<file path="config.mk">
export PLATFORM = sky130hd
export DESIGN_NAME = reg_dump_reader
export DESIGN_NICKNAME = d
export VERILOG_FILES = /design/src/rtl/reg_dump_reader.sv
export SDC_FILE = /design/constraint.sdc
export NUM_CORES = 1
export LEC_CHECK = 0
export BUFFER_PORTS_ARGS = -buffer_cell sky130_fd_sc_hd__buf_2
export CAP_MARGIN = 10
export CORE_UTILIZATION = 47
export CTS_CLUSTER_SIZE = 10
export DETAILED_ROUTE_END_ITERATION = 8
export PLACE_DENSITY = 0.8
export SYNTH_ARGS = -nofsm -noshare
export SYNTH_HDL_FRONTEND = slang
export SYNTH_SLANG_ARGS = --single-unit
</file>
<file path="constraint.sdc">
create_clock -name clk -period 2.2 [get_ports clk]
set_input_delay 0.33 -clock clk [delete_from_list [all_inputs] [get_ports clk]]
set_output_delay 0.33 -clock clk [all_outputs]
set_load 0.02 [all_outputs]
</file>
<file path="src/rtl/reg_dump_reader.sv">
// reg_dump_reader: debug read-out engine for the core's register file.
// On start it stalls the core, walks idx from first_reg to last_reg through
// a dedicated register-file read port, and streams each value out on a
// valid/ready channel tagged with its index. Two cycles per word: FETCH
// captures the combinational read, SEND holds it until accepted.
module reg_dump_reader #(
    parameter int ADDR_W  = 5,
    parameter int DATA_W  = 32,
    parameter int ZERO_X0 = 1
) (
    input  logic              clk,
    input  logic              reset,
    input  logic              start,
    input  logic [ADDR_W-1:0] first_reg,
    input  logic [ADDR_W-1:0] last_reg,
    output logic [ADDR_W-1:0] rf_raddr,
    input  logic [DATA_W-1:0] rf_rdata,
    output logic              core_stall,
    output logic              busy,
    output logic              out_valid,
    input  logic              out_ready,
    output logic [DATA_W-1:0] out_data,
    output logic [ADDR_W-1:0] out_index,
    output logic              out_last,
    output logic              done,
    output logic              err
);

    localparam logic [2:0] S_IDLE   = 3'd0;
    localparam logic [2:0] S_SETTLE = 3'd1;
    localparam logic [2:0] S_FETCH  = 3'd2;
    localparam logic [2:0] S_SEND   = 3'd3;
    localparam logic [2:0] S_DONE   = 3'd4;

    logic [2:0]        state_q, state_d;
    logic [ADDR_W-1:0] idx_q, idx_d;
    logic [ADDR_W-1:0] lim_q, lim_d;
    logic [DATA_W-1:0] data_q, data_d;
    logic              err_q, err_d;
    logic              idx_is_zero;
    logic              at_last;

    assign idx_is_zero = (idx_q == '0);
    assign at_last     = (idx_q == lim_q);

    // Next-state logic: range capture, fetch/send walk and reject pulse.
    always_comb begin
        state_d = state_q;
        idx_d   = idx_q;
        lim_d   = lim_q;
        data_d  = data_q;
        err_d   = 1'b0;
        case (state_q)
            S_IDLE: begin
                if (start) begin
                    if (first_reg <= last_reg) begin
                        state_d = S_SETTLE;
                        idx_d   = first_reg;
                        lim_d   = last_reg;
                    end else begin
                        err_d = 1'b1;
                    end
                end
            end
            // Stall is already up; let any write committed at entry land.
            S_SETTLE: state_d = S_FETCH;
            S_FETCH: begin
                data_d  = ((ZERO_X0 != 0) && idx_is_zero) ? '0 : rf_rdata;
                state_d = S_SEND;
            end
            S_SEND: begin
                if (out_ready) begin
                    if (at_last) begin
                        state_d = S_DONE;
                    end else begin
                        // idx < lim here, so the increment cannot wrap.
                        idx_d   = idx_q + ADDR_W'(1);
                        state_d = S_FETCH;
                    end
                end
            end
            S_DONE:  state_d = S_IDLE;
            default: state_d = S_IDLE;
        endcase
    end

    // State registers; async reset abandons any dump in flight.
    always_ff @(posedge clk or posedge reset) begin
        if (reset) begin
            state_q <= S_IDLE;
            idx_q   <= '0;
            lim_q   <= '0;
            data_q  <= '0;
            err_q   <= 1'b0;
        end else begin
            state_q <= state_d;
            idx_q   <= idx_d;
            lim_q   <= lim_d;
            data_q  <= data_d;
            err_q   <= err_d;
        end
    end

    // Outputs decode straight from registered state so reset drops them at once.
    assign busy       = (state_q != S_IDLE);
    assign core_stall = busy;
    assign rf_raddr   = busy ? idx_q : '0;
    assign out_valid  = (state_q == S_SEND);
    assign out_data   = data_q;
    assign out_index  = idx_q;
    assign out_last   = (state_q == S_SEND) && at_last;
    assign done       = (state_q == S_DONE);
    assign err        = err_q;

endmodule

</file>
* Yosys cells after proc, flatten, opt, wreduce, memory -nomap -nowiden *
Cells that the tools add are included.
W data, S select, Z words.

cells by class
  shift operators = 0
  bitwise operators = 0
  $lt $le $gt $ge = 1
  reductions and logical operators = 8
  div/mod/pow operators = 0
  $mul = 0
  $add $sub $neg = 1
  mux-type cells = 15
  eq/ne operators = 9

operator list
  kind                   number
  $mux W32               1
  $mux W5                5
  $mux W3                4
  $pmux W3 S4            1
  $pmux W5 S2            1
  $eq A3 B2 Y1 const B   2
  $ne A2 B2 Y1 const B   3
  $reduce_and A3 Y1      2
  $add A5 B1 Y5 const B  1
  $eq A5 B5 Y1           1
  $le A5 B5 Y1           1
  $logic_not A5 Y1       1
  $reduce_and A5 Y1      1
  $eq A3 B1 Y1 const B   1
  $eq A3 B3 Y1 const B   1
  $logic_not A3 Y1       1
  $mux W1                3
  $reduce_bool A3 Y1     1
  $ne A2 B1 Y1 const B   1
  $reduce_bool A2 Y1     1
  $logic_and A1 B1 Y1    1

word-level totals
  word-level logic and storage cells = 39
  ROM bits = 0
  latch bits = 0
  bits in writable memories = 0
  register bits after elaboration = 46
  input bits = 46
  memories kept = 0

* Longest topological paths before layout *
Gate-level depths: netlist (run 1).

  depth in word-level cells = 4
  mapped depth = 8

* Least setup slack after synthesis (run 1) *
No wires, ideal clock.

  path type = reg-to-output
  from = register idx_q[2], in the netlist out_index[2]
  to = output port out_last
  path buffers = 1
  cell stages (with the launch flop) = 6
  path slack = 0.230 ns
  arrival = 1.640 ns
  required time = 1.870 ns
  path through = dfrtp_1 > clkbuf_1 > xor2_1 > nor4_1 > nand4_1 > nor2_1

on the way
  word-level cells in the longest chain between the ends = 2

RTL lines
  item                    line  source
  start, declared         36    logic [ADDR_W-1:0] idx_q, idx_d;
  start signal, assigned  97    idx_q <= idx_d;
  $eq A5 B5 Y1            44    assign at_last = (idx_q == lim_q);
  $logic_and A1 B1 Y1     111   assign out_last = (state_q == S_SEND) && at_last;
  end, declared           24    output logic out_last,

No other way between the ends.

* Worst setup path after layout (run 1) *
  from = register idx_q[4], in the netlist out_index[4]
  to = output port out_last

The elaborated chain is that of the path after synthesis.

==> results.ini, run 1 <==
[die]
std_cell_rows = 23
die-area_mm2 = 0.00473
pin_count = 94
fp.dieH_um = 68.8
core-area_mm2 = 0.00414
initial_core_util_pct = 50.6
die_width_um = 68.8

[worst_hold_path]
hold_path.class = in2async

[clock_network]
clk_pin_slew_ns = 0.08
clockBufferDepth = 2
cts_buffers = 5
cts_tree = yes
cts.sinks = 46
clock_latency_ns = 0.29
htree_num_levels = 2
root_buffer = clkbuf_8

[synth]
synth-seq-area-share_pct = 54.9
synthCells = 175
ys_ff_latch = 46
synthTopCellsByCount = 46 x dfrtp_1, 32 x a22o_1, 10 x inv_1
avgSynthCellArea_um2 = 12.0
synth_ff_type = dfrtp_1
synth.top_cell.area_share_pct = 54.9
syn-num-nets = 228
yosysWarnings = 0
yosys.area.top_type = dfrtp_1
synth_area_leaders = dfrtp_1 55%, a22o_1 13%, ha_1 4.2%
yosysMostFrequentCell = dfrtp_1
syn_area_mm2 = 0.00210
ys_types = 39
async_flop_share_pct = 100
synth_edf_count = 0

[power]
pwr_density_cell_mw_per_mm2 = 1530
total_power_mw = 4.21
p_leak_nw = 1.46
ir_drop_mv = 0.916

[place]
hpwl_um = 3500
port-buffer-count = 93
place.gp.congestion = 0.850
dp_cells = 315
place_worst_setup_slack_ns = 0.0466
place_area_mm2 = 0.00263

[detailed_routing]
drtAntennaViolNets = 0
drt_first_pass_iters = 4
wl_per_cell_um = 14.6
routed_wl_um = 4740
drc = 0
via_count = 1744
drtIter0Drc = 140
via_per_inst = 5.38

[global_routing]
antenna_found_initial = 0
grt_max_degree = 47
grt_pass1_vias = 1619
overflow = 0
grt_pass1_wl_um = 7450
grtUsageTotal_pct = 21.5

[critical_path]
critPathArrivalTime_ns = 1.74
reg2reg_to = out_index[2]
startpoint = out_index[4]
critPathKind = reg2out
path_max_fanout = 6
ff2ff_path_depth = 7
r2r_slack_ns = 0.19
cp.required_ns = 1.87
startpoint_type = register
r2r-start = state_q[1]
end_kind = primary output

[layout]
drive_above_1_share_pct = 44.5
finalNetCount = 327
fin_cells = 324
fin_util_pct = 66.4
area_delta_synth_final_pct = 31.1
final_cell_area_mm2 = 0.00275
antenna_cells = 0
fillerInstances = 335

[sta]
fin_crit_sh_pct = 94.0
slew_viol_final = 0
tightest_slew_ns = 0.568
worst_hold_slack_ns = 0.166
skew_ns = 0.00435
fin_ws_ns = 0.132
fin_crit_ns = 2.07
final-setup-viol-count = 0
max_freq_mhz = 484
hold_violations = 0
finalSetupTns_ns = 0
relSlewSlack_pct = 62.1

[status]
status = finished, final reports clean

[flow_run]
maxCapViolCount = 0

==> metal layers <==
metal	vias to the layer above	global-route usage [%]	share of wire, %
li1	835	-	-
met1	841	27.9	43
met2	64	35.4	51
met3	4	5.76	5.3
met4	0	5.36	0.72
met5	-	0	0
==> cell families after synthesis <==
family,after synthesis,share of synthesized area [%]
AOI/OAI and AO/OA,51,20.7
muxes,7,3.64
buffers and inverters,20,4.71
xor gates and xnor gates,5,2.09
and+or+nand+nor,39,9.79
adders and majority gates,7,4.18
DFF,46,54.9
==> sequential cells by signal, indices dropped and copies added, names as in the netlist <==
signal	cells
out_index	5
out_data	32
state_q	3
err	1
lim_q	5
==> timing repair <==
| action | 4_1_cts | 5_1_grt |
|---|---|---|
| setup buffers | 0 | 1 |
| hold buffers | 0 | 0 |
| setup endpoints to repair | 1 | 1 |
| gates cloned | 0 | 0 |
| hold endpoints to repair | 0 | 0 |
| resized for setup | 1 | 1 |
| pin swaps | 0 | 1 |
==> power by group <==
group          internal, mW  switching, mW
combinational         0.930           1.31
clock                 0.218          0.264
sequential             1.22          0.264
total                  2.37           1.84
==> worst max path at each step <==
stage,endpoint,depth (start not counted),slack [ns]
global route,out_last,5,-0.04
floorplan,out_last,5,0.23
global placement,out_data[6],5,0.09
CTS,out_data[6],5,0.009
finish,out_last,5,0.13
detailed placement,out_data[6],5,0.05
==> cell type report <==
cell class                      instances  area [um2]  area share (%)
Clock buffer                            6        72.6            2.64
Clock inverter                          1        7.51           0.273
Inverter                               11        53.8            1.96
Multi-Input combinational cell        109         856            31.1
Sequential cell                        46        1150            41.9
Tap cell                               50        62.6            2.27
Timing Repair Buffer                  101         546            19.8
==> worst max-delay path, stage by stage (launching register included) <==
cell	delay, ns
dfrtp_2	0.46
xor2_1	0.17
nor4_2	0.35
nand4_1	0.15
nor2_1	0.12
buf_2	0.19
==> cell usage in the layout (no fill, tap or decap), types with 6 or more instances in the layout <==
cell type,n
dfrtp_1,45
nand2_1,6
inv_1,9
nand3_1,6
buf_4,7
buf_2,93
a22o_1,32
nor2_1,6
ha_1,7
Note: power is estimated with default switching activity, not from simulation.
==> run 2: changes to the inputs <==
- clock period: 2.2 -> 2.15 ns (I/O delays scaled with it)
==> results.ini, run 2 (synthesis results as in run 1) <==
[detailed_routing]
drtAntennaViolNets = 0
via_per_inst = 5.36
via_count = 1753
wl_per_cell_um = 15.0
routed_wl_um = 4920
drt_first_pass_iters = 4
drtIter0Drc = 177
drc = 0

[die]
fp.dieH_um = 68.8
die_width_um = 68.8
initial_core_util_pct = 50.6
core-area_mm2 = 0.00414
die-area_mm2 = 0.00473
std_cell_rows = 23
pin_count = 94

[clock_network]
cts_buffers = 5
cts_tree = yes
clockBufferDepth = 2
cts.sinks = 46
clk_pin_slew_ns = 0.09
htree_num_levels = 2
root_buffer = clkbuf_8
clock_latency_ns = 0.29
postCtsHoldBufs = 0

[critical_path]
cp.required_ns = 1.83
path_max_fanout = 3
slowest_delay_ns = 0.43
ff2ff_path_depth = 6
startpoint_type = register
cp_cell_sequence = xor2_1 -> nor4_2 -> nand4_1 -> nor2_1 -> buf_4
slowest_stage = dfrtp_1
end_kind = primary output
critPathArrivalTime_ns = 1.78
critPathKind = reg2out

[global_routing]
grt_pass1_wl_um = 7630
grt_pass1_vias = 1604
use_met1_pct = 31.2
top_usage_layer = met2
antenna_found_initial = 0
overflow = 0
met2_usage_pct = 34.2
grt_max_degree = 47
met3_usage_pct = 5.59
grtUsageTotal_pct = 22.4

[sta]
fin_crit_ns = 2.11
slew_viol_final = 0
fin_crit_sh_pct = 98.0
hold_violations = 0
rsz0062_at_grt = yes
relSlewSlack_pct = 62.2
max_freq_mhz = 475
tightest_slew_ns = 0.567
final-setup-viol-count = 0
skew_ns = 0.00678

[place]
place_area_mm2 = 0.00265
dp_cells = 318
place.gp.congestion = 0.903
hpwl_um = 3600
port-buffer-count = 93

[power]
ir_drop_mv = 0.868
total_power_mw = 4.34
p_leak_nw = 1.47
pwr_density_cell_mw_per_mm2 = 1570

[layout]
drive_above_1_share_pct = 45.1
area_delta_synth_final_pct = 31.9
largest_register_ffs = 32
final_common_cell = buf_2
finalNetCount = 330
final_cell_area_mm2 = 0.00277
antenna_cells = 0
layout_common_cells = 92 x buf_2, 46 x dfrtp_1, 32 x a22o_1, 11 x buf_4, 9 x inv_1
fin_util_pct = 66.8
fin_cells = 327

[worst_hold_path]
hold_path.class = in2async

[status]
status = finished, final reports clean

[flow_run]
maxCapViolCount = 0

==> run 2: critical path, delay by kind of cell, from the launching register on <==
family | cells | cell delay, ns
and+or+nand+nor | 3 | 0.70
DFF | 1 | 0.43
xor gates and xnor gates | 1 | 0.20
buffers and inverters | 1 | 0.16
==> run 2: report_power, final <==
group          internal [mW]  leakage [nW]  total, mW  switching, mW
registers               1.25         0.570       1.51          0.254
logic                  0.945         0.867       2.33           1.39
clock network          0.223        0.0373      0.501          0.278
total                   2.42          1.47       4.34           1.92
==> run 2: final timing paths <==
path	startpoint	slack (ns)	to
min in group clk	rf_rdata[13]	0.24	out_data[13]
worst max register to register	out_index[2]	0.19	out_index[2]
worst min register to register	out_data[16]	0.50	out_data[16]
worst max-delay path	out_index[2]	0.04	out_last
worst min-delay path	reset	0.16	out_data[4]
max in group asynchronous	reset	1.61	out_data[15]
==> run 2: layout make-up <==
| class | count | area (um2) |
|---|---|---|
| fill | 338 | 1380 |
| sequential | 46 | 1150 |
| multi-input combinational | 109 | 861 |
| timing repair buffer | 104 | 558 |
| clock buffer | 6 | 72.6 |
| tap | 50 | 62.6 |
| inverter | 11 | 53.8 |
| clock inverter | 1 | 7.51 |
==> run 2: timing repair <==
item,CTS,global route
resized for setup,1,2
pin swaps,0,1
setup buffers,0,1
setup endpoints to repair,1,4
==> run 2: per-stage QoR <==
step	TNS (ns)	setup slack [ns]	hold slack, ns
5_1_grt	-0.0844	-0.0844	0.213
6_report	0	0.0430	0.161
2_1_floorplan	0	0.188	0.455
4_1_cts	0	0.0121	0.179
3_3_place_gp	0	0.0859	0.484
3_5_place_dp	0	0.0326	0.486
==> run 2: routing by layer <==
metal / vias up / routed length, um / share of wire (%)
met2: 65 / 2400 / 49
met3: 10 / 253 / 5.1
li1: 842 / - / -
met1: 836 / 2190 / 44
met5: - / 0 / 0
met4: 0 / 81 / 1.6
==> run 3: changes to the inputs <==
--- a/config.mk
+++ b/config.mk
@@ -13,2 +13,3 @@
 export PLACE_DENSITY = 0.8
+export SLEW_MARGIN = 0
 export SYNTH_ARGS = -nofsm -noshare
==> constraint.sdc (replaced) <==
create_clock -name clk -period 2.15 [get_ports clk]
set_input_delay 0 -clock clk [delete_from_list [all_inputs] [get_ports clk]]
set_output_delay 0 -clock clk [all_outputs]
set_load 0.02 [all_outputs]
==> results.ini, run 3 (synthesis results as in run 1) <==
[clock_network]
cts.sinks = 46
root_buffer = clkbuf_8
cts_buffers = 5
cts_tree = yes
clk_pin_slew_ns = 0.08
cts_setup_buffers = 0
clockBufferDepth = 2
clock_latency_ns = 0.29
htree_num_levels = 2

[sta]
finalSetupTns_ns = 0
fin_crit_sh_pct = 93.8
rsz0062_at_grt = no
hold_violations = 0
skew_ns = 0.00605
max_freq_mhz = 496
slew_viol_final = 0
final-setup-viol-count = 0
fin_ws_ns = 0.133
fin_crit_ns = 2.02
tightest_slew_ns = 0.919
relSlewSlack_pct = 38.6

[flow_run]
maxCapViolCount = 0

[critical_path]
critPathArrivalTime_ns = 2.20
critPathKind = reg2reg
end_kind = register
startpoint_type = register
cp.required_ns = 2.33
path_max_fanout = 8

[die]
core-area_mm2 = 0.00414
die-area_mm2 = 0.00473
initial_core_util_pct = 50.6
std_cell_rows = 23
die_width_um = 68.8
fp.dieH_um = 68.8
pin_count = 94

[global_routing]
grtUsageTotal_pct = 25.0
grt_pass1_vias = 1804
grt_pass1_wl_um = 8560
overflow = 0
antenna_found_initial = 0
grt_max_degree = 47

[place]
hpwl_um = 3380
place_worst_setup_slack_ns = 0.0458
place.gp.congestion = 0.826
port-buffer-count = 93

[detailed_routing]
drt_first_pass_iters = 4
via_count = 1900
drc = 0
wl_per_cell_um = 15.3
routed_wl_um = 5500
drtIter0Drc = 141
drtAntennaViolNets = 0
via_per_inst = 5.28

[power]
ir_drop_mv = 0.891
p_leak_nw = 1.62
pwr_density_cell_mw_per_mm2 = 1410

[status]
status = finished, final reports clean

[layout]
drive_above_1_share_pct = 38.7
antenna_cells = 0
final_common_cell = buf_2
layout_common_cells = 93 x buf_2, 45 x dfrtp_1, 38 x dlygate4sd3_1, 32 x a22o_1, 9 x inv_1
finalNetCount = 362
largest_register_ffs = 32
area_delta_synth_final_pct = 48.5

[worst_hold_path]
hold_path.class = in2reg

run 3: routing by layer:
metal	track usage, %	part of all wire (%)
met1	32.5	41
met2	42.8	52
met3	4.61	5.6
met4	6.89	1.5
met5	0	0
run 3: path summary, 6_finish.rpt:
check,start,end,slack (ns),cells after the start
setup / recovery,state_q[1],out_index[2],0.13,7
hold / removal,out_ready,state_q[1],0.02,3
setup reg to reg,state_q[1],out_index[2],0.13,7
hold reg to reg,out_data[14],out_data[14],0.51,1
max in group asynchronous,reset,state_q[0],1.05,3
min in group asynchronous,reset,out_data[4],0.47,3
run 3: area by class of cell:
cell class	instances	area [um2]
flip-flops and latches	46	1150
fillers	282	1030
repair buffers	136	891
multi-input cells	109	850
clock buffers	7	96.3
well taps	50	62.6
inverters	11	53.8
clock inverters	1	8.76
run 3: what timing repair did:
action	in CTS	in global routing
setup endpoints to repair	0	1
endpoints found under the hold margin	83	0
hold buffers	38	0
gates resized for setup	0	1
run 3: report_power, final:
group	internal (mW)	total (mW)	switching (mW)	leakage, nW
registers	1.25	1.54	0.288	0.569
logic	0.940	2.28	1.34	0.994
clock network	0.295	0.572	0.277	0.0544
run 3: critical path, stage by stage (launching register included):
cell	delay [ns]
dfrtp_1	0.46
nand2_1	0.12
or2_1	0.36
clkinv_8	0.12
a21oi_2	0.06
a41oi_2	0.29
nand2_2	0.17
a211o_1	0.33
run 3: metrics by stage:
stage	cell area, um2	instances	util [%]	hold slack [ns]	power, mW
2_1_floorplan	2100	175	-	0.133	3.04
3_3_place_gp	2610	313	63.0	0.216	3.66
3_5_place_dp	2610	313	63.0	0.219	3.71
4_1_cts	3100	359	74.8	0.0102	4.33
5_1_grt	3110	360	75.2	0.0235	4.70
6_report	3110	360	75.2	0.0173	4.39
